### src/rtl/ftdi_tx_arbiter.sv
// ftdi_tx_arbiter: round-robin burst scheduler sharing one TX AXI-stream path between N requesters
module ftdi_tx_arbiter #(
  parameter int N         = 4,
  parameter int DW        = 8,
  parameter int MAX_BURST = 128,
  parameter int IDLE_TO   = 16
) (
  input  logic            rstn,
  input  logic            clk,
  input  logic [N-1:0]    i_en,
  output logic [N-1:0]    i_rdy,
  input  logic [N*DW-1:0] i_data,
  input  logic            o_rdy,
  output logic            o_en,
  output logic [DW-1:0]   o_data,
  output logic [2:0]      o_chan
);
  typedef enum logic {IDLE, GRANT} state_t;
  state_t state, state_n;
  logic [2:0] gnt, gnt_n, last, last_n, pick;
  logic [10:0] beats, beats_n;
  logic [7:0] idle_cnt, idle_cnt_n;
  logic any, en_g, xfer, release_g;
  logic [DW-1:0] data_g;
  // scan offsets from farthest to nearest so the stream right after last wins
  always_comb begin
    pick = '0;
    any = 1'b0;
    for (int i = N; i >= 1; i--)
      for (int k = 0; k < N; k++)
        if (i_en[k] && k == (int'(last) + i) % N) begin
          pick = 3'(k);
          any = 1'b1;
        end
  end
  always_comb begin
    en_g = 1'b0;
    data_g = '0;
    for (int k = 0; k < N; k++)
      if (gnt == 3'(k)) begin
        en_g = i_en[k];
        data_g = i_data[k*DW +: DW];
      end
  end
  always_comb begin
    i_rdy = '0;
    for (int k = 0; k < N; k++) i_rdy[k] = state == GRANT && gnt == 3'(k) && o_rdy;
  end
  assign o_en   = state == GRANT && en_g;
  assign o_data = state == GRANT ? data_g : '0;
  assign o_chan = state == GRANT ? gnt : 3'd0;
  assign xfer   = o_en && o_rdy;
  assign release_g = (xfer && beats == 11'(MAX_BURST - 1)) || (!en_g && idle_cnt == 8'(IDLE_TO - 1));
  always_comb begin
    state_n = state;
    gnt_n = gnt;
    last_n = last;
    beats_n = beats;
    idle_cnt_n = idle_cnt;
    if (state == IDLE) begin
      if (any) begin
        state_n = GRANT;
        gnt_n = pick;
        beats_n = '0;
        idle_cnt_n = '0;
      end
    end else if (release_g) begin
      state_n = IDLE;
      last_n = gnt;
    end else if (xfer) begin
      beats_n = beats + 11'd1;
      idle_cnt_n = '0;
    end else if (!en_g) begin
      idle_cnt_n = idle_cnt + 8'd1;
    end
  end
  always_ff @(posedge clk or negedge rstn)
    if (!rstn) begin
      state <= IDLE;
      gnt <= '0;
      last <= 3'(N - 1);
      beats <= '0;
      idle_cnt <= '0;
    end else begin
      state <= state_n;
      gnt <= gnt_n;
      last <= last_n;
      beats <= beats_n;
      idle_cnt <= idle_cnt_n;
    end
endmodule
### config.mk
export PLATFORM = sky130hd
export DESIGN_NAME = ftdi_tx_arbiter
export DESIGN_NICKNAME = d
export VERILOG_FILES = /design/src/rtl/ftdi_tx_arbiter.sv
export SDC_FILE = /design/constraint.sdc
export NUM_CORES = 1
export LEC_CHECK = 0
export BUFFER_PORTS_ARGS = -buffer_cell sky130_fd_sc_hd__buf_4
export CAP_MARGIN = 10
export CORE_MARGIN = 2
export CORE_UTILIZATION = 44
export CTS_CLUSTER_DIAMETER = 100
export CTS_CLUSTER_SIZE = 28
export DETAILED_ROUTE_END_ITERATION = 8
export GPL_TIMING_DRIVEN = 0
export PLACE_DENSITY_LB_ADDON = 0.08
export SYNTH_ARGS = -nofsm -noshare
export SYNTH_HDL_FRONTEND = slang
export SYNTH_SLANG_ARGS = --single-unit
### constraint.sdc
create_clock -name clk -period 3.1 [get_ports clk]
set_clock_uncertainty 0.15 [all_clocks]
set_input_delay 0.31 -clock clk [delete_from_list [all_inputs] [get_ports clk]]
set_output_delay 0.31 -clock clk [all_outputs]
set_load 0.005 [all_outputs]
## Word-level counts from Yosys, hierarchy flattened

Index checks and enable logic that the tools add are counted.

| storage, ports and cells | value |
|---|---|
| input bits | 39 |
| logic and storage cells | 133 |
| output and inout bits | 16 |
| register bits after elaboration | 25 |

| operators by class | value |
|---|---|
| muxes and demuxes | 53 |
| add/subtract/negate cells | 6 |
| bitwise operators | 5 |
| reductions and logical operators | 44 |
| eq/ne operators | 20 |

Operators with widths:

| kind | number |
|---|---|
| $logic_not A32 Y1 | 4 |
| $mux W8 | 10 |
| $mux W11 | 4 |
| $mux W3 | 11 |
| $logic_and A1 B1 Y1 | 28 |
| $eq A3 B3 Y1 const A | 8 |
| $mux W1 | 24 |
| $eq A2 B3 Y1 const A | 4 |
| $add A11 B1 Y11 const B | 1 |
| $eq A11 B7 Y1 const B | 1 |
| $add A8 B1 Y8 const B | 1 |
| $eq A8 B4 Y1 const B | 1 |
| $mux W2 | 4 |
| $reduce_or A2 Y1 | 4 |
| $eq A3 B2 Y1 const B | 2 |
| $reduce_and A3 Y1 | 2 |
| $add A2 B1 Y2 const B | 2 |
| $add A2 B2 Y2 const B | 2 |
| $and A1 B1 Y1 const A | 4 |
| $reduce_and A2 Y1 | 2 |
| $eq A3 B1 Y1 const B | 1 |
| $logic_not A3 Y1 | 1 |
| $ne A3 B2 Y1 const B | 1 |
| $ne A2 B1 Y1 const B | 1 |
| other kinds (5) | 5 |

## Longest topological paths before layout

Gate-level depths: netlist of the first run.

| logic depth | value |
|---|---|
| word-level depth | 23 |
| mapped depth | 7 |
| gate-level depth less buffers | 6 |

## Least setup slack after synthesis of the first run

OpenSTA, ideal clock, no wires.

| path | value |
|---|---|
| path type | flip-flop to flip-flop |
| from | register gnt[0] |
| to | register last[0] |
| period minus slack after synthesis | 1,967 ps |
| required time | 2,868 ps |
| buffers on the path | 1 |
| setup time | 82 ps |
| slack | 1,133 ps |
| cell stages (with the launch flop) | 6 |
| arrival time | 1,734 ps |
| cells stage by stage | dfrtp_1 -> buf_6 -> mux4_2 -> mux2_4 -> nand2b_4 -> mux2_4 |

| between the ends | value |
|---|---|
| cells in the longest elaborated chain, start to end | 10 |
| elaborated cells between the ends (all ways) | 15 |
| those cells by class | eq/ne: 3; mux: 4; reduce/logical: 8 |

Ends and longest elaborated chain:

| element | RTL line | source |
|---|---|---|
| from (decl) | 20 | `logic [2:0] gnt, gnt_n, last, last_n, pick;` |
| from (signal assigned) | 86 | `gnt <= gnt_n;` |
| $logic_not A3 Y1 | 40 | `if (gnt == 3'(k)) begin` |
| $mux W1 (4 in series) | 40 |  |
| $logic_and A1 B1 Y1 | 49 | `assign o_en = state == GRANT && en_g;` |
| $logic_and A1 B1 Y1 | 52 | `assign xfer = o_en && o_rdy;` |
| $logic_and A1 B1 Y1 | 53 | `assign release_g = (xfer && beats == 11'(MAX_BURST - 1)) \|\| (!en_g && idle_cnt == 8'(IDLE_TO - 1));` |
| $logic_or A1 B1 Y1 | 53 |  |
| $reduce_and A2 Y1 (no source line) | - |  |
| to (signal assigned) | 81 | `last <= 3'(N - 1);` |
| to (signal assigned) | 87 | `last <= last_n;` |
| to (decl) | 20 |  |

Several ways; a longest one is shown, not always the timed one.
A chain may end at the register's enable or synchronous reset.

## Worst setup path after layout of the first run

| path | value |
|---|---|
| from | register gnt[0] |
| to | output port o_data[2] |

| between the ends | value |
|---|---|
| cells in the longest elaborated chain, start to end | 6 |
| elaborated cells between the ends (all ways) | 9 |
| those cells by class | eq/ne: 3; mux: 5; reduce/logical: 1 |

Ends and longest elaborated chain:

| element | RTL line | source |
|---|---|---|
| $logic_not A3 Y1 | 40 |  |
| $mux W8 (3 in series) | 40 |  |
| $mux W8 (*) | 40 |  |
| $mux W8 (*) | 50 | `assign o_data = state == GRANT ? data_g : '0;` |
| to (decl) | 15 | `output logic [DW-1:0] o_data,` |

Every way passes the cells marked *; elsewhere a longest branch is shown, timed or not.

==> results.md, run 1 <==
- Outcome: completed
- I/O Buffers: 53
- Ys async rst share: 100%
- Cts bufs inserted: 3
- Tmin final: 2.37 ns
- Hold Fails Final Rpt: 0
- Cell variety after synth: 41
- Data required, critical path: ~2.6 ns
- Cell area after synthesis: about 0.0017 mm^2
- Vias per cell: between 5 and 6
- Initial antenna violation count: 0
- Combinational share of power: roughly two fifths
- First-pass GRT wire length: approximately 7000 um
- Combinational family with the most area after synthesis: simple AND/OR/NAND/NOR gates
- Sw Pwr: around 0.34 mW
- Root buffer cell: clkbuf_8
- Power Dens Cells: roughly 480 mW/mm^2
- Final Setup Violations: 0
- Grt ovf: 0
- Slew Limit Fails: 0
- Most used DFF post-synth: dfrtp_1
- CP cell instances: buf_6, buf_2, mux4_2, and2_1, buf_4
- Synth Instances: approximately 170
- DP HPWL: about 3200 um
- Initial DRC count: 57
- Area share of fa/ha/maj cells after synthesis: 1.50%
- Peak VDD IR: slightly below 0.4 mV
- Yosys reg bits: 24
- Row count: 22
- RSZ-0062 raised after global routing: no
- WHS: ~0.26 ns
- Clk network pwr share: about a fifth
- Register area: about 600 um^2
- Syn Area/Cell: about 9.6 um^2
- Sequential share of the synthesized area: a little over a third
- Sink Count: 24
- Setup WS post-layout: about 0.73 ns
- Synth Area in Simple Gates: around a quarter
- Die Area: 0.00431 mm^2
- Die W: 65.6 um
- Int Power: slightly above 0.7 mW
- FMAX: approximately 420 MHz
- Dpl cell area: between 0.002 and 0.0025 mm^2
- Fraction of synthesized area in multiplexers: approximately 17%
- Top cell type's share of synthesized area: 33.0%
- Synth Area in Compound Gates: between 10% and 20%
- XOR/XNOR Fraction of Synth Area: 4.72%
- Synth warn: 0
- Max_cap viols: 0
- Switching power share of the total: about 32%
- Synthesized Nets: 215
- Reg power frac: approximately two fifths
- Core area: 0.00366 mm^2
- Worst EP arrival: roughly 1.9 ns
- WS Path Type: reg2out
- DR vias: roughly 1,500
- Ant. Diodes: 0
- Hold Crit Class: in2reg
- Crit path max-delay family: buffers and inverters
- Pre-CTS setup slack: 1.00 ns
- H-Tree Depth: 1
- GRT Resource Usage Total: between 20% and 30%
- CTS tree: yes
- Largest stage delay on the critical path: about 0.55 ns
- DRC violations left: 0
- Number of global-route vias before repair: around 1,500
- Layout cells sized above 1: 34.9%
- Worst-path cell with the longest stage delay: mux4_2
- Largest net degree at the start of global routing: 25
- Slew HR: between 60% and 70%
- Pin slew with the least headroom to its limit: 0.552 ns
- Routed Antenna Nets: 0
- Synth-to-layout area growth: 31.3%
- Area of the multi-input gates: around 1000 um^2
- Tcrit/Tclk final: around 77%
- DR WL/cell: between 10 and 15 um
- Largest fanout on the critical path: 10
- Clk slew on worst S/H paths: roughly 0.080 ns
- Final net count: approximately 270
- Drt total wl: 4040 um
- Leak pwr: approximately 1.0 nW
- Routability cong.: between 0.7 and 0.8
- Design Area, Final: between 0.002 and 0.0025 mm^2
- # fillers: 323
- Synth area leaders: dfrtp_1 (33%), mux4_2 (12%), nor2_1 (4.7%)
- Worst-Skew Late Latency: 0.27 ns
- Chip height: roughly 66 um
- Initial Util: around 46%
- Ports: 55
- First-pass DRT Iterations: 4
- Worst path bufs/invs: 3
- CP endpoint kind: output port
- CTS Buffer Depth: 2
- Largest area contributor in the netlist: dfrtp_1
- Startpoint types: register
- Post-synth EDFFs: 0
- Final setup TNS: 0 ns
[stage by stage]
stage | utilization, % | total power, mW | instances
CTS | 59.9 | 1.06 | 280
global placement | 58.1 | 0.833 | 275
detailed placement | 58.1 | 0.848 | 275
floorplan | - | 0.683 | 174
global route | 59.9 | 1.13 | 280
finish | 59.9 | 1.05 | 280
[kinds of logic after synthesis]
| family | count (synthesis) |
|---|---|
| buffers and inverters | 14 |
| muxes | 16 |
| adders and majority gates | 2 |
| AOI/OAI and AO/OA | 26 |
| and+or+nand+nor | 82 |
| DFF | 24 |
| xor gates and xnor gates | 9 |
| other | 1 |
[power groups by stage]
stage | sequential, mW | clock (mW) | combinational [mW]
2_1_floorplan | 0.417 | 0 | 0.266
3_3_place_gp | 0.425 | 0 | 0.407
3_5_place_dp | 0.429 | 0 | 0.419
4_1_cts | 0.423 | 0.219 | 0.422
5_1_grt | 0.435 | 0.227 | 0.465
6_report | 0.424 | 0.211 | 0.417
[Yosys cell counts (3+ instances only)]
library cell / instances
o21ai_0: 8
mux2i_1: 4
nand3_1: 8
xnor2_1: 5
a21oi_1: 9
nor2_1: 21
nor4_1: 3
and2_1: 10
mux2_4: 3
mux4_2: 9
or3_1: 5
nand2_1: 17
inv_1: 6
dfrtp_1: 22
and3_1: 5
xor2_1: 4
nand4_1: 3
[flip-flops by register name, indices dropped and copies added, names as in the netlist]
name and flops:
idle_cnt 8, state 1, last 2, beats 11, gnt 2
[timing repair]
| item | CTS | global route |
|---|---|---|
| endpoints found under the hold margin | 22 | 0 |
| setup buffers | 0 | 0 |
| gates resized for setup | 0 | 0 |
| hold buffers | 1 | 0 |
[layout make-up]
type                       count  area share (%)
buffer                         8            2.17
clock buffer                   4            2.51
inverter                       6            1.03
multi-input combinational    136            45.5
sequential                    24            27.5
tap                           48            2.74
timing repair buffer          54            18.6
[metal layers]
metal | vias to the layer above | global-route usage [%] | part of all wire [%]
met1 | 722 | 25.6 | 42
met3 | 9 | 2.05 | 4.8
li1 | 734 | - | -
met2 | 41 | 36.9 | 52
met4 | 0 | 5.99 | 1.6
met5 | - | 0 | 0
[layout by cell type (no fill, tap or decap), types with 2 or more instances in the layout]
master / n
and3_1: 5
clkbuf_1: 2
or3_1: 5
buf_2: 2
ha_1: 2
a21oi_1: 9
nand4_1: 3
xor2_1: 4
nand3_1: 8
nor4_1: 3
clkbuf_8: 4
mux2i_1: 4
o21ai_0: 8
inv_1: 6
and2_1: 10
mux4_2: 9
nor2_1: 21
dfrtp_1: 22
mux2_4: 3
nand2b_1: 2
nand2_1: 17
buf_4: 55
dfstp_2: 2
xnor2_1: 5
nor2b_1: 2
a21o_1: 2
[path summary, 6_finish.rpt]
check,cells after the start,startpoint,slack [ns],endpoint
min reg2reg,1,idle_cnt[5],0.38,idle_cnt[5]
min,4,o_rdy,0.26,idle_cnt[1]
max,5,gnt[0],0.73,o_data[2]
max in group asynchronous,2,rstn,2.18,last[1]
max reg2reg,5,gnt[0],1.02,last[1]
min in group asynchronous,2,rstn,0.32,idle_cnt[2]
[worst reg2reg max path: stages (launching register included)]
cell	delay (ns)
dfrtp_1	0.35
buf_6	0.13
mux4_2	0.58
mux2_4	0.33
nand2b_4	0.16
mux2_4	0.30
(Power assumes the default switching activity.)
==> inputs of run 2 (changes only) <==
--- a/config.mk
+++ b/config.mk
@@ -5,6 +5,7 @@
 export SDC_FILE = /design/constraint.sdc
 export NUM_CORES = 1
 export LEC_CHECK = 0
+export ABC_AREA = 1
 export BUFFER_PORTS_ARGS = -buffer_cell sky130_fd_sc_hd__buf_4
 export CAP_MARGIN = 10
 export CORE_MARGIN = 2
==> constraint.sdc (replaced) <==
create_clock -name clk -period 2.3 [get_ports clk]
set_clock_uncertainty 0.15 [all_clocks]
set_input_delay 0.23 -clock clk [delete_from_list [all_inputs] [get_ports clk]]
set_output_delay 0.23 -clock clk [all_outputs]
set_load 0.005 [all_outputs]
==> results.md, run 2 <==
- Outcome: completed (unchanged)
- Most used DFF post-synth: dfrtp_1 (unchanged)
- Sw Pwr: 1.12 mW (was 0.339 mW)
- CTS Buffer Depth: 2 (unchanged)
- Switching power share of the total: 45.7% (was 32.2%)
- Vias per cell: 5.13 (was 5.38)
- Chip height: 71.1 um (was 65.6 um)
- Crit path max-delay family: simple AND/OR/NAND/NOR gates (was buffers and inverters)
- Most numerous cell in the Yosys netlist: nand2_1 (was dfrtp_1)
- Power Total: 2.45 mW (was 1.05 mW)
- DP HPWL: 3720 um (was 3150 um)
- CTS tree: yes (unchanged)
- First-pass DRT Iterations: 4 (unchanged)
- Final setup TNS: 0 ns (unchanged)
- Startpoint types: register (unchanged)
- Dpl cells: 411 (was 275)
- CP endpoint kind: register (was output port)
- DR vias: 2,127 (was 1,506)
- Drt total wl: 5000 um (was 4040 um)
- Worst EP arrival: 2.13 ns (was 1.91 ns)
- Largest net degree at the start of global routing: 25 (unchanged)
- Syn Area/Cell: 6.48 um^2 (was 9.60 um^2)
- Cts bufs inserted: 3 (unchanged)
- Layout cells sized above 1: 23.7% (was 34.9%)
- Biggest regs: beats: 11 flops, idle_cnt: 8 flops (unchanged)
- Most frequent CP cell: nand2_1
- Most frequent cells in the layout: nand2_1 (90), buf_4 (56), nand3_1 (43) (was buf_4 (55), dfrtp_1 (22), nor2_1 (21))
- Setup bufs post-CTS: 0 (unchanged)
- Sequential share of the synthesized area: 30.4% (was 36.1%)
- Initial antenna violation count: 0 (unchanged)
- Die W: 71.1 um (was 65.6 um)
- Max_cap viols: 0 (unchanged)
- Reg power frac: 25.0% (was 40.3%)
- # fillers: 439 (was 323)
- Initial Util: 45.5% (was 45.6%)
- Tcrit/Tclk final: between 90% and 100%
- Hold Fails Final Rpt: 0 (unchanged)
- Reg2reg path depth: 13 (was 5)
- Int Power: 1.33 mW (was 0.713 mW)
- Post-synth EDFFs: 0 (unchanged)
- Worst r2r src: last[0] (was gnt[0])
- Post-synth top cells: nand2_1 (90), nand3_1 (43), nor2_1 (32), dfrtp_1 (22) (was dfrtp_1 (22), nor2_1 (21), nand2_1 (17), and2_1 (10))
- Synth Instances: 306 (was 174)
- Yosys reg bits: 24 (unchanged)
- Top cell type's share of synthesized area: 27.8% (was 33.0%)
- Combinational share of power: 63.2% (was 39.6%)
- Ys async rst share: 100% (unchanged)
- Leak pwr: 1.33 nW (was 1.05 nW)
- Core area: 0.00435 mm^2 (was 0.00366 mm^2)
- Largest Register: beats (unchanged)
- DR WL/cell: 12.0 um (was 14.4 um)
- RSZ-0062 raised after global routing: no (unchanged)
- Peak VDD IR: 0.459 mV (was 0.384 mV)
- Final net count: 405 (was 274)
- Sink Count: 24 (unchanged)
- Design Area, Final: 0.00252 mm^2 (was 0.00219 mm^2)
- Tmin final: about 2.1 ns
- Routed Antenna Nets: 0 (unchanged)
- First-pass GRT wire length: 8710 um (was 6820 um)
- Max reg flops: 11 (unchanged)
- WS Path Type: reg2reg (was reg2out)
- Die Area: 0.00506 mm^2 (was 0.00431 mm^2)
- H-Tree Depth: 1 (unchanged)
- Initial DRC count: 106 (was 57)
- Largest fanout on the critical path: 10 (unchanged)
- WHS: 0.221 ns (was 0.264 ns)
- Root buffer cell: clkbuf_8 (unchanged)
- FF-to-FF setup slack: 0.18 ns (was 1.02 ns)
- Synth warn: 0 (unchanged)
- Row count: 24 (was 22)
- Final Setup Violations: 0 (unchanged)
- Worst-Skew Late Latency: 0.27 ns (about the same)
- Hold Path End: gnt[0] (was idle_cnt[1])
- Slew Limit Fails: 0 (unchanged)
- Synth-to-layout area growth: 27.0% (was 31.3%)
- CP cell instances: buf_2, nand3_1, nand2_1, inv_1, nand4_1, nor3_2, nor2_1, inv_2, nand2_4, nand2_4, buf_6, nand2_1, nand2_1 (was buf_6, buf_2, mux4_2, and2_1, buf_4)
- Commonest non-fill, non-tap cell in the layout: nand2_1 (was buf_4)
- Grt ovf: 0 (unchanged)
- DRC violations left: 0 (unchanged)
- Clk slew on worst S/H paths: 0.08 ns (about the same)
- Clk network pwr share: 11.8% (was 20.0%)
- I/O Buffers: 53 (unchanged)
- Cell variety after synth: 36 (was 41)
- Power Dens Cells: 974 mW/mm^2 (was 479 mW/mm^2)
- Number of global-route vias before repair: 1,936 (was 1,457)
- Worst-path cell with the longest stage delay: dfstp_2 (was mux4_2)
- Routability cong.: 0.791 (was 0.757)
- Worst flop-to-flop path endpoint: beats[1] (was last[1])
- Synthesized Nets: 347 (was 215)
- Hold path cells: 4 (unchanged)
- Dpl cell area: 0.00245 mm^2 (was 0.00213 mm^2)
- Ports: 55 (unchanged)
- Synth area leaders: dfrtp_1 (28%), nand2_1 (17%), nand3_1 (11%) (was dfrtp_1 (33%), mux4_2 (12%), nor2_1 (4.7%))
- Finished Layout Cells: 415 (was 280)
- Hold Crit Class: in2reg (unchanged)
- GRT Resource Usage Total: 20.9% (was 20.4%)
- Worst hold start: i_en[2] (was o_rdy)
- FMAX: between 400 and 500 MHz
- Largest area contributor in the netlist: dfrtp_1 (unchanged)
- Worst path bufs/invs: 4 (was 3)
- Data required, critical path: 2.31 ns (was 2.64 ns)
- Largest stage delay on the critical path: 0.53 ns (was 0.55 ns)
- Ant. Diodes: 0 (unchanged)
- Cell area after synthesis: 0.00198 mm^2 (was 0.00167 mm^2)
[run 2: per-stage QoR]
| stage | worst slack (ns) | util (%) |
|---|---|---|
| after floorplan | 0.408 | - |
| after global placement | 0.194 | 56.2 |
| after detailed placement | 0.173 | 56.2 |
| after CTS | 0.148 | 57.7 |
| after global routing | 0.0118 | 57.8 |
| final | 0.183 | 57.8 |
[run 2: kinds of logic after synthesis]
logic type | after synthesis | synth area share [%]
simple gates | 194 | 43.9
buf+inv | 38 | 9.21
compound gates | 36 | 10.2
flops | 24 | 30.4
xor+xnor | 11 | 4.86
fa+ha+maj | 2 | 1.26
other cells | 1 | 0.189
[run 2: worst register-to-register path, delay by kind of cell (launching register included)]
kind / cells / cell delay [ns]
buffers and inverters: 4 / 0.47
and+or+nand+nor: 9 / 0.86
DFF: 1 / 0.53
[run 2: per-layer routing]
| layer | global-route usage [%] | up-vias | part of all wire (%) |
|---|---|---|---|
| li1 | - | 1112 | - |
| met2 | 33.6 | 56 | 45 |
| met3 | 2.99 | 6 | 6.1 |
| met1 | 28.9 | 953 | 47 |
| met4 | 6.92 | 0 | 1.5 |
| met5 | 0 | - | 0 |
[run 2: worst max-delay path by stage]
stage	from	end	slack [ns]	cells after the start
floorplan	last[1]	beats[1]	0.41	13
global placement	last[1]	idle_cnt[2]	0.19	13
detailed placement	last[1]	beats[1]	0.17	13
CTS	last[1]	beats[1]	0.15	13
global route	last[0]	beats[1]	0.01	11
finish	last[0]	beats[1]	0.18	13
[run 2: final cells by class]
class	instances	area, um^2	share of cell area (%)
Sequential cell	24	603	23.9
Tap cell	52	65.1	2.58
Multi-Input combinational cell	244	1210	47.9
Inverter	25	96.3	3.83
Buffer	12	83.8	3.33
Clock buffer	4	55.1	2.19
Timing Repair Buffer	54	408	16.2
[run 2: repair_timing]
| action | CTS | global route |
|---|---|---|
| gates resized for setup | 0 | 6 |
| hold buffers | 1 | 0 |
| hold endpoints to repair | 24 | 0 |
| setup endpoints to repair | 0 | 6 |
[run 2: power by group through the flow]
stage	registers [mW]	clock network [mW]	logic [mW]
after floorplan	0.594	0	1.03
after global placement	0.609	0	1.54
after detailed placement	0.611	0	1.55
after CTS	0.603	0.301	1.56
after global routing	0.629	0.315	1.76
final	0.614	0.289	1.55
==> inputs of run 3 (changes only) <==
--- a/config.mk
+++ b/config.mk
@@ -8,8 +8,10 @@
 export ABC_AREA = 1
 export BUFFER_PORTS_ARGS = -buffer_cell sky130_fd_sc_hd__buf_4
 export CAP_MARGIN = 10
+export CELL_PAD_IN_SITES_DETAIL_PLACEMENT = 1
+export CELL_PAD_IN_SITES_GLOBAL_PLACEMENT = 2
 export CORE_MARGIN = 2
-export CORE_UTILIZATION = 44
+export CORE_UTILIZATION = 27
 export CTS_CLUSTER_DIAMETER = 100
 export CTS_CLUSTER_SIZE = 28
 export DETAILED_ROUTE_END_ITERATION = 8
==> results.md, run 3 (synthesis results as in run 2) <==
- Hold Fails Final Rpt: 0 (unchanged)
- Dpl cell area: 0.00250 mm^2 (was 0.00245 mm^2)
- Clk slew on worst S/H paths: 0.10 ns (was 0.08 ns)
- Hold path cells: 4 (unchanged)
- Drt total wl: 6350 um (was 5000 um)
- RSZ-0062 raised after global routing: no (unchanged)
- Slew HR: around two thirds
- Pin slew with the least headroom to its limit: just over 0.5 ns
- Data required, critical path: 2.32 ns (was 2.31 ns)
- Sink Count: 24 (unchanged)
- Initial DRC count: 52 (was 106)
- Ant. Diodes: 0 (unchanged)
- Hold Path End: gnt[0] (unchanged)
- Vias per cell: 4.68 (was 5.13)
- Peak VDD IR: 0.555 mV (was 0.459 mV)
- Chip height: 89.7 um (was 71.1 um)
- Design Area, Final: 0.00265 mm^2 (was 0.00252 mm^2)
- Startpoint types: register (unchanged)
- Power Dens Cells: 1010 mW/mm^2 (was 974 mW/mm^2)
- Largest Register: beats (unchanged)
- FMAX: 477 MHz (was 472 MHz)
- Hold Crit Class: in2reg (unchanged)
- CTS tree: yes (unchanged)
- Area of the multi-input gates: 0.00122 mm^2 (was 0.00121 mm^2)
- Ports: 55 (unchanged)
- Slew Limit Fails: 0 (unchanged)
- Cts bufs inserted: 3 (unchanged)
- Routability cong.: 0.785 (was 0.791)
- Layout cells sized above 1: 25.8% (was 23.7%)
- Routed Antenna Nets: 0 (unchanged)
- Worst hold start: i_en[2] (unchanged)
- Max reg flops: 11 (unchanged)
- Synth-to-layout area growth: 33.8% (was 27.0%)
- Leak pwr: 1.38 nW (was 1.33 nW)
- I/O Buffers: 53 (unchanged)
- Initial antenna violation count: 0 (unchanged)
- DR WL/cell: 13.6 um (was 12.0 um)
- FF-to-FF setup slack: 0.20 ns (was 0.18 ns)
- Worst r2r src: last[0] (unchanged)
- Worst-Skew Late Latency: 0.27 ns (about the same)
- DR vias: 2,185 (was 2,127)
- Final Setup Violations: 0 (unchanged)
- Die Area: 0.00805 mm^2 (was 0.00506 mm^2)
- CTS Buffer Depth: 2 (unchanged)
- Biggest regs: beats: 11 flops, idle_cnt: 8 flops (unchanged)
- Tmin final: 2.10 ns (was 2.12 ns)
- Tcrit/Tclk final: 91.2% (was 92.1%)
- Initial Util: 27.6% (was 45.5%)
- Worst flop-to-flop path endpoint: idle_cnt[6] (was beats[1])
- CP endpoint kind: register (unchanged)
- Register area: 604 um^2 (was 603 um^2)
- Largest net degree at the start of global routing: 25 (unchanged)
- Most frequent cells in the layout: nand2_1 (90), buf_4 (60), nand3_1 (43) (was nand2_1 (90), buf_4 (56), nand3_1 (43))
- Final setup TNS: 0 ns (unchanged)
- Largest fanout on the critical path: 10 (unchanged)
- Number of global-route vias before repair: 2,216 (was 1,936)
- # fillers: 936 (was 439)
- Commonest non-fill, non-tap cell in the layout: nand2_1 (unchanged)
- DP HPWL: 4750 um (was 3720 um)
- First-pass GRT wire length: 10,900 um (was 8710 um)
- Die W: 89.7 um (was 71.1 um)
- Worst EP arrival: 2.12 ns (was 2.13 ns)
- Root buffer cell: clkbuf_8 (unchanged)
- Row count: 31 (was 24)
- GRT Resource Usage Total: 16.2% (was 20.9%)
- Grt ovf: 0 (unchanged)
- Core area: 0.00718 mm^2 (was 0.00435 mm^2)
- Final net count: 410 (was 405)
- DRC violations left: 0 (unchanged)
- First-pass DRT Iterations: 4 (unchanged)
- H-Tree Depth: 1 (unchanged)
- WS Path Type: reg2reg (unchanged)
- Max_cap viols: 0 (unchanged)
- Reg2reg path depth: 11 (was 13)
- Outcome: completed (unchanged)
==> run 3: area by class of cell <==
cell class,count,share of cell area [%]
plain buffers,13,3.72
clock buffers,3,1.56
clock inverters,1,1.13
inverters,25,3.63
multi-input cells,244,46.0
flip-flops and latches,24,22.8
well taps,99,4.67
repair buffers,58,16.5
==> run 3: where the power goes <==
group          switching, mW  internal, mW  leakage (nW)  total (mW)
combinational          0.962         0.718          1.04        1.68
sequential            0.0974         0.519         0.308       0.616
clock                  0.155         0.233        0.0357       0.388
total                   1.21          1.47          1.38        2.68
==> run 3: worst max path at each step <==
stage                     cells after the start     endpoint     from
after floorplan                              13     beats[1]  last[1]
after global placement                       13  idle_cnt[6]  last[1]
after detailed placement                     13  idle_cnt[5]  last[1]
after CTS                                     7    o_data[5]   gnt[1]
after global routing                         14     beats[9]   gnt[0]
final                                        11  idle_cnt[6]  last[0]
==> run 3: what timing repair did <==
action	CTS	global route
endpoints found under the setup margin	0	23
setup buffers	0	4
hold endpoints to repair	24	0
hold buffers	1	0
gates resized for setup	0	16
==> run 3: metrics by stage <==
stage	hold slack, ns	setup slack (ns)	std cells	util, %	total power [mW]
2_1_floorplan	-0.216	0.408	306	-	1.63
5_1_grt	0.251	0.00177	467	37.0	2.96
3_3_place_gp	0.00777	0.102	458	34.9	2.24
4_1_cts	0.229	0.0543	463	36.0	2.66
3_5_place_dp	0.0124	0.108	458	34.9	2.25
6_report	0.221	0.203	467	37.0	2.68
==> run 3: metal layers <==
layer	GRT usage, %	vias to the layer above	routed length, um
met1	23.4	1026	3300
li1	-	1116	-
met3	1.76	4	177
met2	26.3	39	2820
met4	3.08	0	53
met5	0	-	0
==> run 3: worst max-delay path, stage by stage, from the launching register on <==
cell and delay [ns]:
dfstp_2 0.54, clkbuf_4 0.19, inv_1 0.10, nand3_1 0.12, nand4_1 0.14, nor3_2 0.23, nor2_2 0.08, inv_2 0.08
nand2_4 0.08, buf_6 0.15, nand3_1 0.07, nand2_1 0.06
